==> src/rtl/overlay_loader_if.sv <==
// Overlay loader bus bundle: hps_io byte stream in, SDRAM write handshake out.
// master = loader view, slave = host/SDRAM view.
interface overlay_loader_if #(
   parameter int AW = 24
);
   logic          ioctl_wr;
   logic [AW:0]   ioctl_addr;
   logic [7:0]    ioctl_dout;
   logic          ioctl_wait;
   logic [AW-1:0] mem_addr;
   logic [15:0]   mem_din;
   logic          mem_req;
   logic          mem_ack;

   modport master (
      input  ioctl_wr,
      input  ioctl_addr,
      input  ioctl_dout,
      output ioctl_wait,
      output mem_addr,
      output mem_din,
      output mem_req,
      input  mem_ack
   );

   modport slave (
      output ioctl_wr,
      output ioctl_addr,
      output ioctl_dout,
      input  ioctl_wait,
      input  mem_addr,
      input  mem_din,
      input  mem_req,
      output mem_ack
   );
endinterface

==> src/rtl/overlay_loader.sv <==
// Overlay writer: packs download bytes into RGBA4444 words and
// pushes them through a small FIFO to a req/ack SDRAM write port.
module overlay_loader #(
   parameter int FIFO_DEPTH = 4,
   parameter int AW         = 24
) (
   input  logic             clk_sys,
   input  logic             reset_n,
   input  logic             dl_active,
   overlay_loader_if.master bus,
   output logic             ovl_valid,
   output logic [AW-1:0]    ovl_words
);

   localparam int PW = (FIFO_DEPTH > 1) ? $clog2(FIFO_DEPTH) : 1;
   localparam int CW = PW + 1;
   localparam int EW = AW + 16;
   localparam logic [CW-1:0] FULL = CW'(FIFO_DEPTH);
   localparam logic [CW-1:0] HIGH = CW'(FIFO_DEPTH - 1);

   typedef enum logic [1:0] {
      IDLE,
      LOAD,
      DRAIN,
      DONE
   } state_t;

   state_t state, state_nx;

   logic          dl_prev;
   logic          rise;
   logic          fall;
   logic          byte_in;
   logic          ack_ok;
   logic          restart;
   logic          finish;
   logic          push;
   logic          push_ok;
   logic          pop;
   logic [EW-1:0] push_entry;

   logic          pend;
   logic [7:0]    lo_byte;
   logic [AW-1:0] even_addr;
   logic          stale;
   logic          req;
   logic          wait_q;
   logic [AW-1:0] addr_q;
   logic [15:0]   din_q;

   logic [EW-1:0] fifo [FIFO_DEPTH];
   logic [PW-1:0] wr_ptr;
   logic [PW-1:0] rd_ptr;
   logic [CW-1:0] count;

   assign rise    = dl_active & ~dl_prev;
   assign fall    = ~dl_active & dl_prev;
   assign byte_in = (state == LOAD) & dl_active & bus.ioctl_wr;
   assign ack_ok  = req & bus.mem_ack;

   assign bus.ioctl_wait = wait_q;
   assign bus.mem_req    = req;
   assign bus.mem_addr   = addr_q;
   assign bus.mem_din    = din_q;

   always_ff @(posedge clk_sys or negedge reset_n) begin
      if (!reset_n) state <= IDLE;
      else          state <= state_nx;
   end

   always_comb begin
      state_nx   = state;
      restart    = 1'b0;
      finish     = 1'b0;
      push       = 1'b0;
      push_entry = '0;
      unique case (state)
         IDLE, DONE: begin
            if (rise) begin
               state_nx = LOAD;
               restart  = 1'b1;
            end
         end
         LOAD: begin
            if (byte_in && bus.ioctl_addr[0]) begin
               push       = 1'b1;
               push_entry = {bus.ioctl_addr[AW:1],
                             bus.ioctl_dout, lo_byte};
            end
            // a trailing even byte is padded with a zero high byte
            if (fall) begin
               state_nx = DRAIN;
               if (pend) begin
                  push       = 1'b1;
                  push_entry = {even_addr, 8'h00, lo_byte};
               end
            end
         end
         DRAIN: begin
            if (rise) begin
               state_nx = LOAD;
               restart  = 1'b1;
            end else if (count == '0 && !req) begin
               state_nx = DONE;
               finish   = 1'b1;
            end
         end
         default: state_nx = IDLE;
      endcase
   end

   assign pop     = !req && (count != '0) && !restart;
   assign push_ok = push && !restart && ((count != FULL) || pop);

   always_ff @(posedge clk_sys or negedge reset_n) begin
      if (!reset_n) begin
         dl_prev   <= 1'b0;
         pend      <= 1'b0;
         lo_byte   <= 8'h00;
         even_addr <= '0;
      end else begin
         dl_prev <= dl_active;
         if (restart) begin
            pend <= 1'b0;
         end else if (fall && state == LOAD) begin
            pend <= 1'b0;
         end else if (byte_in) begin
            if (bus.ioctl_addr[0]) begin
               pend <= 1'b0;
            end else begin
               pend      <= 1'b1;
               lo_byte   <= bus.ioctl_dout;
               even_addr <= bus.ioctl_addr[AW:1];
            end
         end
      end
   end

   always_ff @(posedge clk_sys) begin
      if (push_ok) fifo[wr_ptr] <= push_entry;
   end

   always_ff @(posedge clk_sys or negedge reset_n) begin
      if (!reset_n) begin
         wr_ptr <= '0;
         rd_ptr <= '0;
         count  <= '0;
      end else if (restart) begin
         wr_ptr <= '0;
         rd_ptr <= '0;
         count  <= '0;
      end else begin
         if (push_ok) wr_ptr <= wr_ptr + 1'b1;
         if (pop)     rd_ptr <= rd_ptr + 1'b1;
         if (push_ok && !pop)      count <= count + 1'b1;
         else if (pop && !push_ok) count <= count - 1'b1;
      end
   end

   // a request in flight at restart completes but is not counted
   always_ff @(posedge clk_sys or negedge reset_n) begin
      if (!reset_n) begin
         req    <= 1'b0;
         addr_q <= '0;
         din_q  <= 16'h0000;
         stale  <= 1'b0;
      end else begin
         if (pop) begin
            req             <= 1'b1;
            {addr_q, din_q} <= fifo[rd_ptr];
         end else if (ack_ok) begin
            req <= 1'b0;
         end
         if (restart)     stale <= req & ~bus.mem_ack;
         else if (ack_ok) stale <= 1'b0;
      end
   end

   always_ff @(posedge clk_sys or negedge reset_n) begin
      if (!reset_n) begin
         wait_q    <= 1'b0;
         ovl_words <= '0;
         ovl_valid <= 1'b0;
      end else begin
         wait_q <= (state_nx == LOAD) && (count >= HIGH);
         if (restart) begin
            ovl_words <= '0;
            ovl_valid <= 1'b0;
         end else begin
            if (ack_ok && !stale) ovl_words <= ovl_words + 1'b1;
            if (finish)           ovl_valid <= (ovl_words != '0);
         end
      end
   end

endmodule
==> src/flat_wrapper.sv <==
// flat-port wrapper written by rule: the top's interface ports become plain ports
module overlay_loader_flat 
#(
   parameter int FIFO_DEPTH = 4,
   parameter int AW         = 24
)
  (clk_sys, reset_n, dl_active, ovl_valid, ovl_words, bus_ioctl_wr, bus_ioctl_addr, bus_ioctl_dout, bus_ioctl_wait, bus_mem_addr, bus_mem_din, bus_mem_req, bus_mem_ack);
  overlay_loader_if #(.AW(AW)) bus_i ();
  input  logic clk_sys;
  input  logic reset_n;
  input  logic dl_active;
  output logic ovl_valid;
  output logic [AW-1:0] ovl_words;
  input wire logic [$bits(bus_i.ioctl_wr)-1:0] bus_ioctl_wr;
  input wire logic [$bits(bus_i.ioctl_addr)-1:0] bus_ioctl_addr;
  input wire logic [$bits(bus_i.ioctl_dout)-1:0] bus_ioctl_dout;
  output wire logic [$bits(bus_i.ioctl_wait)-1:0] bus_ioctl_wait;
  output wire logic [$bits(bus_i.mem_addr)-1:0] bus_mem_addr;
  output wire logic [$bits(bus_i.mem_din)-1:0] bus_mem_din;
  output wire logic [$bits(bus_i.mem_req)-1:0] bus_mem_req;
  input wire logic [$bits(bus_i.mem_ack)-1:0] bus_mem_ack;
  assign bus_i.ioctl_wr = bus_ioctl_wr;
  assign bus_i.ioctl_addr = bus_ioctl_addr;
  assign bus_i.ioctl_dout = bus_ioctl_dout;
  assign bus_ioctl_wait = bus_i.ioctl_wait;
  assign bus_mem_addr = bus_i.mem_addr;
  assign bus_mem_din = bus_i.mem_din;
  assign bus_mem_req = bus_i.mem_req;
  assign bus_i.mem_ack = bus_mem_ack;
  overlay_loader #(.FIFO_DEPTH(FIFO_DEPTH), .AW(AW)) u_core (.clk_sys(clk_sys), .reset_n(reset_n), .dl_active(dl_active), .bus(bus_i), .ovl_valid(ovl_valid), .ovl_words(ovl_words));
endmodule
==> config.mk <==
export PLATFORM = sky130hd
export DESIGN_NAME = overlay_loader_flat
export DESIGN_NICKNAME = d
export VERILOG_FILES = /design/src/rtl/overlay_loader_if.sv /design/src/rtl/overlay_loader.sv /design/src/flat_wrapper.sv
export SDC_FILE = /design/constraint.sdc
export NUM_CORES = 1
export LEC_CHECK = 0
export BUFFER_PORTS_ARGS = -buffer_cell sky130_fd_sc_hd__buf_2
export CORE_ASPECT_RATIO = 1.5
export CORE_MARGIN = 2
export CORE_UTILIZATION = 35
export CTS_BUF_LIST = sky130_fd_sc_hd__clkbuf_4
export DETAILED_ROUTE_END_ITERATION = 6
export GPL_TIMING_DRIVEN = 0
export PLACE_DENSITY = 0.51
export SYNTH_ARGS = -nofsm -noshare
export SYNTH_HDL_FRONTEND = slang
export SYNTH_SLANG_ARGS = --single-unit
==> constraint.sdc <==
create_clock -name clk_sys -period 6.17 [get_ports clk_sys]
set_input_delay 0.617 -clock clk_sys [delete_from_list [all_inputs] [get_ports clk_sys]]
set_output_delay 0.617 -clock clk_sys [all_outputs]
set_load 0.1 [all_outputs]
## Yosys cells after proc, flatten, opt, wreduce, memory -nomap -nowiden

Memory sizes are Yosys's and may differ from the RTL's. A register that Yosys moved wholly into a read port is not among the register bits.
Cells that the tools add are included.
Widths: inputs -> output; s select.

| operators by class | value |
|---|---|
| order comparisons | 1 |
| reduce and logical (&&, ||, !) cells | 33 |
| muxes and demuxes | 38 |
| bitwise operators | 12 |
| $add $sub $neg | 5 |
| equal/unequal tests | 5 |

Operators with widths:

| operator | count |
|---|---|
| $mux 40 | 4 |
| $mux 24 | 2 |
| $add 24x1->24 const B | 1 |
| $reduce_bool 24->1 | 1 |
| $mux 1 | 20 |
| $mux 2 | 8 |
| $reduce_bool 2->1 | 6 |
| $logic_and 1x1->1 | 11 |
| $mux 3 | 3 |
| $reduce_bool 3->1 | 3 |
| $and 1x1->1 | 6 |
| $logic_not 1->1 | 6 |
| $not 1->1 | 6 |
| $pmux 2 s3 | 1 |
| $add 2x1->2 const B | 2 |
| $eq 2x1->1 const B | 2 |
| $eq 2x2->1 const B | 2 |
| $reduce_and 4->1 | 1 |
| $add 3x1->3 const B | 1 |
| $ge 3x2->1 const B | 1 |
| $logic_not 3->1 | 1 |
| $ne 3x3->1 const B | 1 |
| $reduce_or 3->1 | 1 |
| $sub 3x1->3 const B | 1 |
| 3 further kinds | 3 |

| storage, ports and cells | value |
|---|---|
| memories | 1 |
| input port bits | 38 |
| flip-flop bits (word level) | 71 |
| RAM bits | 160 |

Memory list:

| name | depth | width | read ports | clocked after Yosys merged registers in | wr ports | RTL line | RTL |
|---|---|---|---|---|---|---|---|
| u_core.fifo | 4 | 40 | 1 | 1 | 1 | overlay_loader.sv:51 | `logic [EW-1:0] fifo [FIFO_DEPTH];` |

## Depth between registers and ports, before layout

Gate-level depths: netlist of run 1.

| logic depth | value |
|---|---|
| word-level depth | 15 |
| depth in mapped cells | 11 |
| gate-level depth less buffers | 10 |

## Worst setup path before layout of run 1

OpenSTA, ideal clock, no wires.

| timing | value |
|---|---|
| kind | flip-flop to flip-flop |
| start | register u_core.req, in the netlist u_core.bus.mem_req |
| end | memory u_core.fifo[0][0] in the netlist's numbering (enable) |
| stages on the path, launching flop included | 5 |
| setup slack | 3.088 ns |
| period minus slack after synthesis | 3.082 ns |
| arrival | 2.680 ns |
| library setup time | 0.401 ns |
| path through | dfrtp_1 buf_4 nor4bb_1 a2111oi_4 and2_1 |

| on the way | value |
|---|---|
| cells in the longest elaborated chain, start to end | 7 |

Ends and longest elaborated chain:

| item | RTL line | RTL |
|---|---|---|
| start: declaration | overlay_loader.sv:46 | `logic req;` |
| start signal: assignment | overlay_loader.sv:163 | `req <= 1'b0;` |
| start signal: assignment | overlay_loader.sv:169 | `req <= 1'b1;` |
| start signal: assignment | overlay_loader.sv:172 | `req <= 1'b0;` |
| $logic_not 1->1 | overlay_loader.sv:112 | `assign pop = !req && (count != '0) && !restart;` |
| $logic_and 1x1->1 (2 in series) | overlay_loader.sv:112 |  |
| $logic_or 1x1->1 | overlay_loader.sv:113 | `assign push_ok = push && !restart && ((count != FULL) \|\| pop);` |
| $logic_and 1x1->1 | overlay_loader.sv:113 |  |
| $mux 1 | overlay_loader.sv:140 | `if (push_ok) fifo[wr_ptr] <= push_entry;` |
| $mux 1 (not written as such) | overlay_loader.sv:140 |  |
| end: declaration | overlay_loader.sv:51 |  |

No other way between the ends.

## Final worst setup path of run 1

| timing | value |
|---|---|
| start | register u_core.state[1] |
| end | register u_core.count[2] |

| on the way | value |
|---|---|
| cells in the longest elaborated chain, start to end | 13 |
| elaborated cells on any way between the ends | 25 |

Ends and longest elaborated chain:

| item | RTL line | RTL |
|---|---|---|
| start: declaration | overlay_loader.sv:28 | `state_t state, state_nx;` |
| start signal: assignment | overlay_loader.sv:68 | `else state <= state_nx;` |
| $eq 2x1->1 | overlay_loader.sv:58, overlay_loader.sv:77 |  |
| $and 1x1->1 (2 in series) | overlay_loader.sv:58 | `assign byte_in = (state == LOAD) & dl_active & bus.ioctl_wr;` |
| $logic_and 1x1->1 | overlay_loader.sv:85 | `if (byte_in && bus.ioctl_addr[0]) begin` |
| $mux 1 | overlay_loader.sv:85 |  |
| $mux 1 | overlay_loader.sv:93 | `if (pend) begin` |
| $mux 1 | overlay_loader.sv:91 | `if (fall) begin` |
| $mux 1 | overlay_loader.sv:77 | `unique case (state)` |
| $logic_and 1x1->1 (2 in series) | overlay_loader.sv:113 |  |
| $logic_and 1x1->1 or $logic_not 1->1 (tied branches) | overlay_loader.sv:155, overlay_loader.sv:156 |  |
| $mux 3 or $logic_and 1x1->1 (tied branches) | overlay_loader.sv:155, overlay_loader.sv:156 |  |
| $mux 3 or $reduce_bool 3->1 (tied branches) | n/a |  |
| end signal: assignment | overlay_loader.sv:155 | `if (push_ok && !pop) count <= count + 1'b1;` |
| end signal: assignment | overlay_loader.sv:156 | `else if (pop && !push_ok) count <= count - 1'b1;` |
| end: declaration | overlay_loader.sv:54 | `logic [CW-1:0] count;` |

Several ways; a longest one is shown, not always the timed one.
A chain may end at the register's enable or synchronous reset.

==> results.yml, run 1 <==
sta:
  setup_violations: 0
  hold_viol: 0
  maxSlewHeadroom: 0.5193
  tightestPinTransition_ns: 0.7211
  fin_skew_ns: 0.04601
  setup_tns_ns: 0
  fmax_mhz: 342.2
  period_share: 0.4737
  slew_violations: 0
  min_period_ns: 2.923
  whs_ns: 0.09930
  rsz0062_at_grt: "no"
critical_path:
  crit_path_start_kind: "flop"
  regToRegSetupSlack_ns: 3.25
  cp.arrival_ns: 3.56
  worstRegToRegCells: 11
  slowest_delay_ns: 0.42
  critPathRequiredTime_ns: 6.81
  path_cells: "inv_1 -> ha_1 -> nor3b_4 -> nor3_4 -> buf_6 -> inv_1 -> ha_1 -> fa_1 -> xnor2_1 -> or3_1 -> a21oi_1"
  critical_path_class: "flop to flop"
  cp-end-kind: "flop"
  slowest_stage: "nor3_4"
  path_max_fanout: 10
finish:
  drive_gt1_frac: 0.4052
  design_area_um2: 13460
  fin_cells: 1339
  final_common_cell: "edfxtp_1"
  syn2layout_area_growth_pct: 18.54
  num-nets-final: 920
  final_cell_mix: "edfxtp_1 (160), buf_2 (114), dfrtp_1 (111)"
floorplanning:
  dieArea_um2: 33920
  die_y_um: 224.6
  die_x_um: 151.1
  initial_core_util: 0.3555
  boundaryPins: 105
  rows: 80
  core_region_area_um2: 31930
drt:
  wire_per_inst_um: 18.68
  firstDrtPassIters: 4
  vias_per_cell: 4.878
  drc: 0
  num_vias: 6532
  drtIter0Drc: 339
  ant_nets: 0
  routed_wirelength_um: 25010
global_routing:
  grt_use_met1: 0.1780
  antenna_found_initial: 7
  grt_pass1_vias: 6978
  track_usage: 0.1541
  grt.overflow.total: 0
  grt-busiest-layer: "met2"
  grt_max_degree: 77
  grt_util_met2: 0.2604
  grt.met3_usage: 0.04260
  grt_pass1_wl_um: 39100
synthesis:
  synthCells: 688
  synth_area_um2: 11350
  seq_area_frac_synth: 0.6679
  yosysUniqueCellTypes: 62
  ys.flop_type: "edfxtp_1"
  synthArstFlopShare: 0.4096
  ys_ff_latch: 271
  yosys_warnings: 0
  syn-num-nets: 737
  avgSynthCellArea_um2: 16.50
  synth_edf_count: 160
placed_design:
  dp_cells: 1207
  placed_cell_area_um2: 12500
  gp_congestion: 0.7738
  numPortBuffers: 104
  hpwl_um: 16420
hold_path:
  hold_path_class: "primary input to flop"
  holdPathStages: 1
clocking:
  cts_setup_buffers: 0
  cts_tree: "built"
  insertion_delay_ns: 0.73
  root_buffer: "clkbuf_4"
  path_clk_slew_ns: 0.07
  cts.path.max_buffers: 3
  numCtsBuffers: 71
  ctsResizeCount: 0
  numClockSinks: 271
  cts_htree_levels: 3
power:
  power_density_nw_per_um2: 473.6
  p_leak_nw: 5.556
  vdd.ir_drop.worst_v: 0.0002527
  finalPower_w: 0.006374
run_status:
  status: "complete, no violations"
flow_run:
  maxCapViolCount: 0
[cell usage after synthesis, types with 5 or more instances]
cell	n	share of area
a21oi_1	18	0.0079
a22oi_1	22	0.015
and2_1	23	0.013
buf_2	11	0.0048
clkbuf_1	12	0.0040
dfrtp_1	111	0.24
edfxtp_1	160	0.42
ha_1	10	0.011
inv_1	15	0.0050
mux2_2	32	0.032
mux2_4	39	0.052
mux2i_1	5	0.0044
mux4_2	40	0.079
nand2_1	28	0.0093
nand2b_1	6	0.0033
nand3_1	11	0.0048
nand4_1	6	0.0033
nor2_1	46	0.015
nor4_1	9	0.0050
o21ai_0	9	0.0040
xnor2_1	8	0.0062
[cell type report]
class                      instances  area [µm²]
antenna                            1       2.502
timing repair buffer             110       644.4
tap                              410       513.0
multi-input combinational        369        3533
buffer                            33       185.2
sequential                       271        7582
clock inverter                    25       151.4
inverter                          15       56.30
clock buffer                     105       788.3
fill                            2958       18470
[final timing paths]
| check | start | end |
|---|---|---|
| max | u_core.state[1]$_DFF_PN0_ | u_core.count[2]$_DFFE_PN0P_ |
| min | dl_active | u_core.dl_prev$_DFF_PN0_ |
| max reg2reg | u_core.state[1]$_DFF_PN0_ | u_core.count[2]$_DFFE_PN0P_ |
| min reg2reg | u_core.lo_byte[4]$_DFFE_PN0P_ | u_core.lo_byte[4]$_DFFE_PN0P_ |
| max in group asynchronous | reset_n | u_core.bus.mem_addr[20]$_DFFE_PN0P_ |
| min in group asynchronous | reset_n | u_core.even_addr[17]$_DFFE_PN0P_ |
[metrics by stage]
| stage | setup slack [ns] | utilization |
|---|---|---|
| after floorplan | 3.088 | - |
| after global routing | 3.057 | 0.4214 |
| after detailed placement | 3.065 | 0.3916 |
| final | 3.247 | 0.4214 |
| after global placement | 2.190 | 0.3879 |
| after CTS | 3.221 | 0.4214 |
[state kept, by name (all words and copies together), names as in the netlist, 2 cells and up]
signal / count
u_core.bus.mem_addr: 24
u_core.bus.mem_din: 16
u_core.count: 3
u_core.fifo: 160
u_core.rd_ptr: 2
u_core.state: 2
u_core.lo_byte: 8
u_core.ovl_words: 24
u_core.wr_ptr: 2
u_core.even_addr: 24
[where the power goes]
group          internal (W)  leakage (nW)  total (W)  switching [W]
Clock              0.000868         0.562    0.00161       0.000744
Sequential          0.00217          3.09    0.00233       0.000157
Combinational      0.000771          1.90    0.00243        0.00166
[logic make-up after synthesis]
group | Yosys count | synth area share
fa+ha+maj | 11 | 0.01279
xor+xnor | 12 | 0.009258
mux | 117 | 0.1681
simple gates | 166 | 0.08267
compound gates | 63 | 0.03803
buf+inv | 48 | 0.02127
flops | 271 | 0.6679
[what timing repair did]
action,4_1_cts,5_1_grt
setup endpoints to repair,0,0
hold endpoints to repair,35,0
hold buffers,1,0
[layer usage]
layer | up-vias | part of all wire
li1 | 3038 | -
met1 | 3259 | 0.40
met2 | 170 | 0.51
met3 | 53 | 0.054
met4 | 12 | 0.027
met5 | - | 0.0030
[worst max-delay path, delay by kind of cell (launching register included)]
family	cells	cell delay [ns]
adders and majority gates	3	0.86
and+or+nand+nor	3	0.84
buffers and inverters	3	0.46
DFF	1	0.39
AOI/OAI and AO/OA	1	0.15
xor gates and xnor gates	1	0.14
No activity file was read; power rests on OpenSTA's default activity.
==> inputs of run 2 (changes only) <==
- clock period: 6.17 -> 2.8 ns (I/O delays scaled with it)
==> results.yml, run 2 (synthesis results as in run 1) <==
sta:
  whs_ns: 0.05844
  fin_skew_ns: 0.05320
  rsz0062_at_grt: "yes"
  setup_violations: 120
  fin_ws_ns: -0.1495
  slew_violations: 0
  min_period_ns: 2.950
  tightestPinTransition_ns: 1.223
  maxSlewHeadroom: 0.1844
  hold_viol: 0
  period_share: 1.053
  fmax_mhz: 339.0
run_status:
  status: "finished with violations"
  violations: "setup timing"
drt:
  vias_per_cell: 4.832
  drtIter0Drc: 325
  firstDrtPassIters: 4
  wire_per_inst_um: 18.47
  num_vias: 6630
  ant_nets: 0
  routed_wirelength_um: 25340
  drc: 0
finish:
  num-nets-final: 956
  final_common_cell: "edfxtp_1"
  finalCoreUtilization: 0.4316
  final_cell_mix: "edfxtp_1 (160), buf_2 (114), dfrtp_1 (110)"
  syn2layout_area_growth_pct: 21.39
  largest_reg_flops: 160
  fin_cells: 1372
  largest-register: "u_core.fifo"
  drive_gt1_frac: 0.3889
floorplanning:
  die_x_um: 151.1
  dieArea_um2: 33920
  boundaryPins: 105
  initial_core_util: 0.3555
  die_y_um: 224.6
  rows: 80
  core_region_area_um2: 31930
critical_path:
  cp-end-kind: "flop"
  crit_path_start_kind: "flop"
  regToRegSetupSlack_ns: -0.15
  critPathRequiredTime_ns: 3.12
  path_max_fanout: 40
  critical_path_class: "flop to flop"
  cp.arrival_ns: 3.27
clocking:
  root_buffer: "clkbuf_4"
  numClockSinks: 271
  cts_htree_levels: 3
  insertion_delay_ns: 0.76
  path_clk_slew_ns: 0.06
  cts.path.max_buffers: 3
  numCtsBuffers: 70
  cts_tree: "built"
global_routing:
  grt_pass1_vias: 7037
  grt.overflow.total: 0
  antenna_found_initial: 3
  grt_max_degree: 58
  grt_pass1_wl_um: 39050
  track_usage: 0.1546
hold_path:
  hold_path_class: "primary input to async pin"
flow_run:
  maxCapViolCount: 0
placed_design:
  gp_congestion: 0.7728
  hpwl_um: 15880
  numPortBuffers: 104
  dp_cells: 1203
power:
  vdd.ir_drop.worst_v: 0.0004960
  p_leak_nw: 5.687
  power_density_nw_per_um2: 1028
-- run 2: cell count changes in the layout (fill, tap and decap cells not counted), moves of 2 or more --
cell           before  now
clkbuf_4          105  102
buf_12              4    0
clkinv_2            4    2
diode_2             1    3
dlygate4sd3_1       1   38
buf_4               4    8
-- run 2: report_power, final --
group	internal [W]	switching, W
Sequential	0.00478	0.000354
Combinational	0.00179	0.00368
Clock	0.00195	0.00161
Total	0.00852	0.00565
-- run 2: area by class of cell --
class                      instances  area, µm²
antenna                            3      7.507
buffer                            33      188.9
clock buffer                     102      765.7
clock inverter                    22      163.9
fill                            2896      18150
inverter                          15      56.30
multi-input combinational        369       3537
sequential                       271       7584
tap                              410      513.0
timing repair buffer             147      964.7
-- run 2: worst paths after layout --
| check | from | end | cells after the start |
|---|---|---|---|
| min | reset_n | u_core.ovl_words[17]$_DFFE_PN0P_ | 2 |
| min in group clk_sys | bus_ioctl_addr[0] | u_core.wr_ptr[0]$_DFFE_PN0P_ | 4 |
| max reg2reg | u_core.state[1]$_DFF_PN0_ | u_core.fifo[3][34]$_DFFE_PP_ | 5 |
| min reg2reg | u_core.lo_byte[4]$_DFFE_PN0P_ | u_core.lo_byte[4]$_DFFE_PN0P_ | 1 |
| max in group asynchronous | reset_n | u_core.bus.mem_addr[5]$_DFFE_PN0P_ | 3 |
| max | u_core.state[1]$_DFF_PN0_ | u_core.fifo[3][34]$_DFFE_PP_ | 5 |
-- run 2: stage by stage --
step | instance area, µm² | power (W) | setup slack, ns | setup TNS [ns]
6_report | 13780 | 0.01417 | -0.1495 | -12.11
5_1_grt | 13780 | 0.01488 | -0.3419 | -36.66
4_1_cts | 13740 | 0.01436 | -0.1999 | -20.48
3_5_place_dp | 12430 | 0.01066 | -0.2021 | -27.57
3_3_place_gp | 12390 | 0.01062 | -0.5010 | -57.59
2_1_floorplan | 11360 | 0.009649 | 0.1350 | 0
-- run 2: layer usage --
metal / track usage / up-vias / part of all wire
met2: 0.2655 / 135 / 0.52
met4: 0.06904 / 2 / 0.027
met5: 0 / - / 0.00051
met1: 0.1793 / 3333 / 0.41
met3: 0.04239 / 48 / 0.042
li1: - / 3112 / -
-- run 2: what timing repair did --
item,in CTS,in global routing
hold endpoints to repair,212,0
hold buffers,38,0
setup endpoints to repair,161,122
setup buffers,0,4
pin swaps,0,1
gates resized for setup,3,0
-- run 2: worst max-delay path, cell delays in order (launching register included) --
cell and delay (ns):
dfrtp_1 0.39, inv_1 0.10, ha_1 0.27, inv_1 0.18, a2111oi_4 0.50, and2_2 1.08
==> inputs of run 3 (changes only) <==
- SKIP_CTS_REPAIR_TIMING: unset -> 1
==> results.yml, run 3 (synthesis results as in run 1) <==
run_status:
  violations: "setup timing"
  status: "finished with violations"
finish:
  num-nets-final: 954
  fin_cells: 1371
  largest-register: "u_core.fifo"
  fill_cells: 2899
  final_cell_mix: "edfxtp_1 (160), buf_2 (114), dfrtp_1 (110)"
  syn2layout_area_growth_pct: 21.23
  final_common_cell: "edfxtp_1"
  drive_gt1_frac: 0.3866
  largest_reg_flops: 160
sta:
  fin_skew_ns: 0.05520
  fmax_mhz: 337.5
  tightestPinTransition_ns: 1.231
  setup_tns_ns: -13.40
  hold_viol: 0
  slew_violations: 0
  period_share: 1.058
  maxSlewHeadroom: 0.1793
  fin_ws_ns: -0.1629
  rsz0062_at_grt: "yes"
  setup_violations: 120
  min_period_ns: 2.963
critical_path:
  path_max_fanout: 40
  cp.arrival_ns: 3.28
  critical_path_class: "flop to flop"
  cp-end-kind: "flop"
  crit_path_start_kind: "flop"
  critPathRequiredTime_ns: 3.11
global_routing:
  antenna_found_initial: 4
  grt.overflow.total: 0
  grt_pass1_vias: 6856
  track_usage: 0.1524
  grt_pass1_wl_um: 38350
  grt_max_degree: 58
floorplanning:
  initial_core_util: 0.3555
  die_y_um: 224.6
  dieArea_um2: 33920
  rows: 80
  die_x_um: 151.1
  boundaryPins: 105
  core_region_area_um2: 31930
power:
  p_sw_frac: 0.3986
  seqPwrFrac: 0.363
  p_comb_frac: 0.385
  p_int_w: 0.008499
  clock_power_share: 0.252
  power_density_nw_per_um2: 1027
  vdd.ir_drop.worst_v: 0.0004970
  p_sw_w: 0.005632
  p_leak_nw: 5.677
drt:
  ant_nets: 0
  num_vias: 6634
  wire_per_inst_um: 18.44
  routed_wirelength_um: 25280
  drtIter0Drc: 292
  firstDrtPassIters: 4
  drc: 0
  vias_per_cell: 4.839
clocking:
  root_buffer: "clkbuf_4"
  numCtsBuffers: 70
  cts_tree: "built"
  path_clk_slew_ns: 0.06
  cts.path.max_buffers: 3
  numClockSinks: 271
  insertion_delay_ns: 0.75
  cts_htree_levels: 3
placed_design:
  dp_slack_ns: -0.2021
  dp_cells: 1203
  gp_congestion: 0.7728
  hpwl_um: 15880
  numPortBuffers: 104
flow_run:
  maxCapViolCount: 0
hold_path:
  hold_path_class: "primary input to async pin"
## run 3: changes by cell type in the layout (fill, tap and decap cells not counted)
cell | before | now
diode_2 | 3 | 4
ha_1 | 9 | 10
buf_8 | 1 | 0
buf_4 | 8 | 6
buf_6 | 4 | 5
ha_2 | 1 | 0
## run 3: layout make-up
| type | count | area (µm²) | share of cell area |
|---|---|---|---|
| clock buffer | 102 | 765.7 | 0.05564 |
| clock inverter | 22 | 163.9 | 0.01191 |
| buffer | 33 | 185.2 | 0.01346 |
| multi-input combinational | 369 | 3535 | 0.2568 |
| timing repair buffer | 145 | 949.7 | 0.06901 |
| tap | 410 | 513.0 | 0.03728 |
| antenna | 4 | 10.01 | 0.0007273 |
| sequential | 271 | 7584 | 0.5511 |
| inverter | 15 | 56.30 | 0.004091 |
## run 3: power groups by stage
stage	combinational, W	sequential, W	clock, W
global placement	0.00541	0.00521	0
CTS	0.00545	0.00515	0.00370
detailed placement	0.00544	0.00522	0
finish	0.00544	0.00514	0.00356
floorplan	0.00221	0.00744	0
global route	0.00572	0.00521	0.00392
## run 3: metrics by stage
stage	utilization	total power (W)	hold WS, ns	cell area (µm²)
after floorplan	-	0.009649	-0.01559	11360
after global placement	0.3881	0.01062	0.4710	12390
after detailed placement	0.3891	0.01066	0.3091	12430
after CTS	0.4183	0.01429	-0.5229	13360
after global routing	0.4310	0.01485	0.09987	13760
final	0.4310	0.01413	0.06759	13760
## run 3: worst paths after layout
kind / startpoint / end / slack, ns / cells after the start
max: u_core.state[1]$_DFF_PN0_ / u_core.fifo[3][34]$_DFFE_PP_ / -0.16 / 5
min: reset_n / u_core.ovl_words[17]$_DFFE_PN0P_ / 0.07 / 2
min in group clk_sys: bus_ioctl_addr[0] / u_core.even_addr[4]$_DFFE_PN0P_ / 0.18 / 4
max in group asynchronous: reset_n / u_core.bus.mem_addr[5]$_DFFE_PN0P_ / 2.02 / 3
min reg2reg: u_core.lo_byte[4]$_DFFE_PN0P_ / u_core.lo_byte[4]$_DFFE_PN0P_ / 0.50 / 1
max reg2reg: u_core.state[1]$_DFF_PN0_ / u_core.fifo[3][34]$_DFFE_PP_ / -0.16 / 5
## run 3: routing by layer
layer | global-route usage | routed length [µm]
met1 | 0.1752 | 10230
met4 | 0.06391 | 618
met3 | 0.04767 | 1140
met2 | 0.2613 | 13280
met5 | 0 | 13
## run 3: worst max-delay path: stages (launching register included)
cell and delay, ns:
dfrtp_1 0.39, inv_1 0.10, ha_1 0.24, nor3b_4 0.11
a2111oi_4 0.62, and2_2 1.08
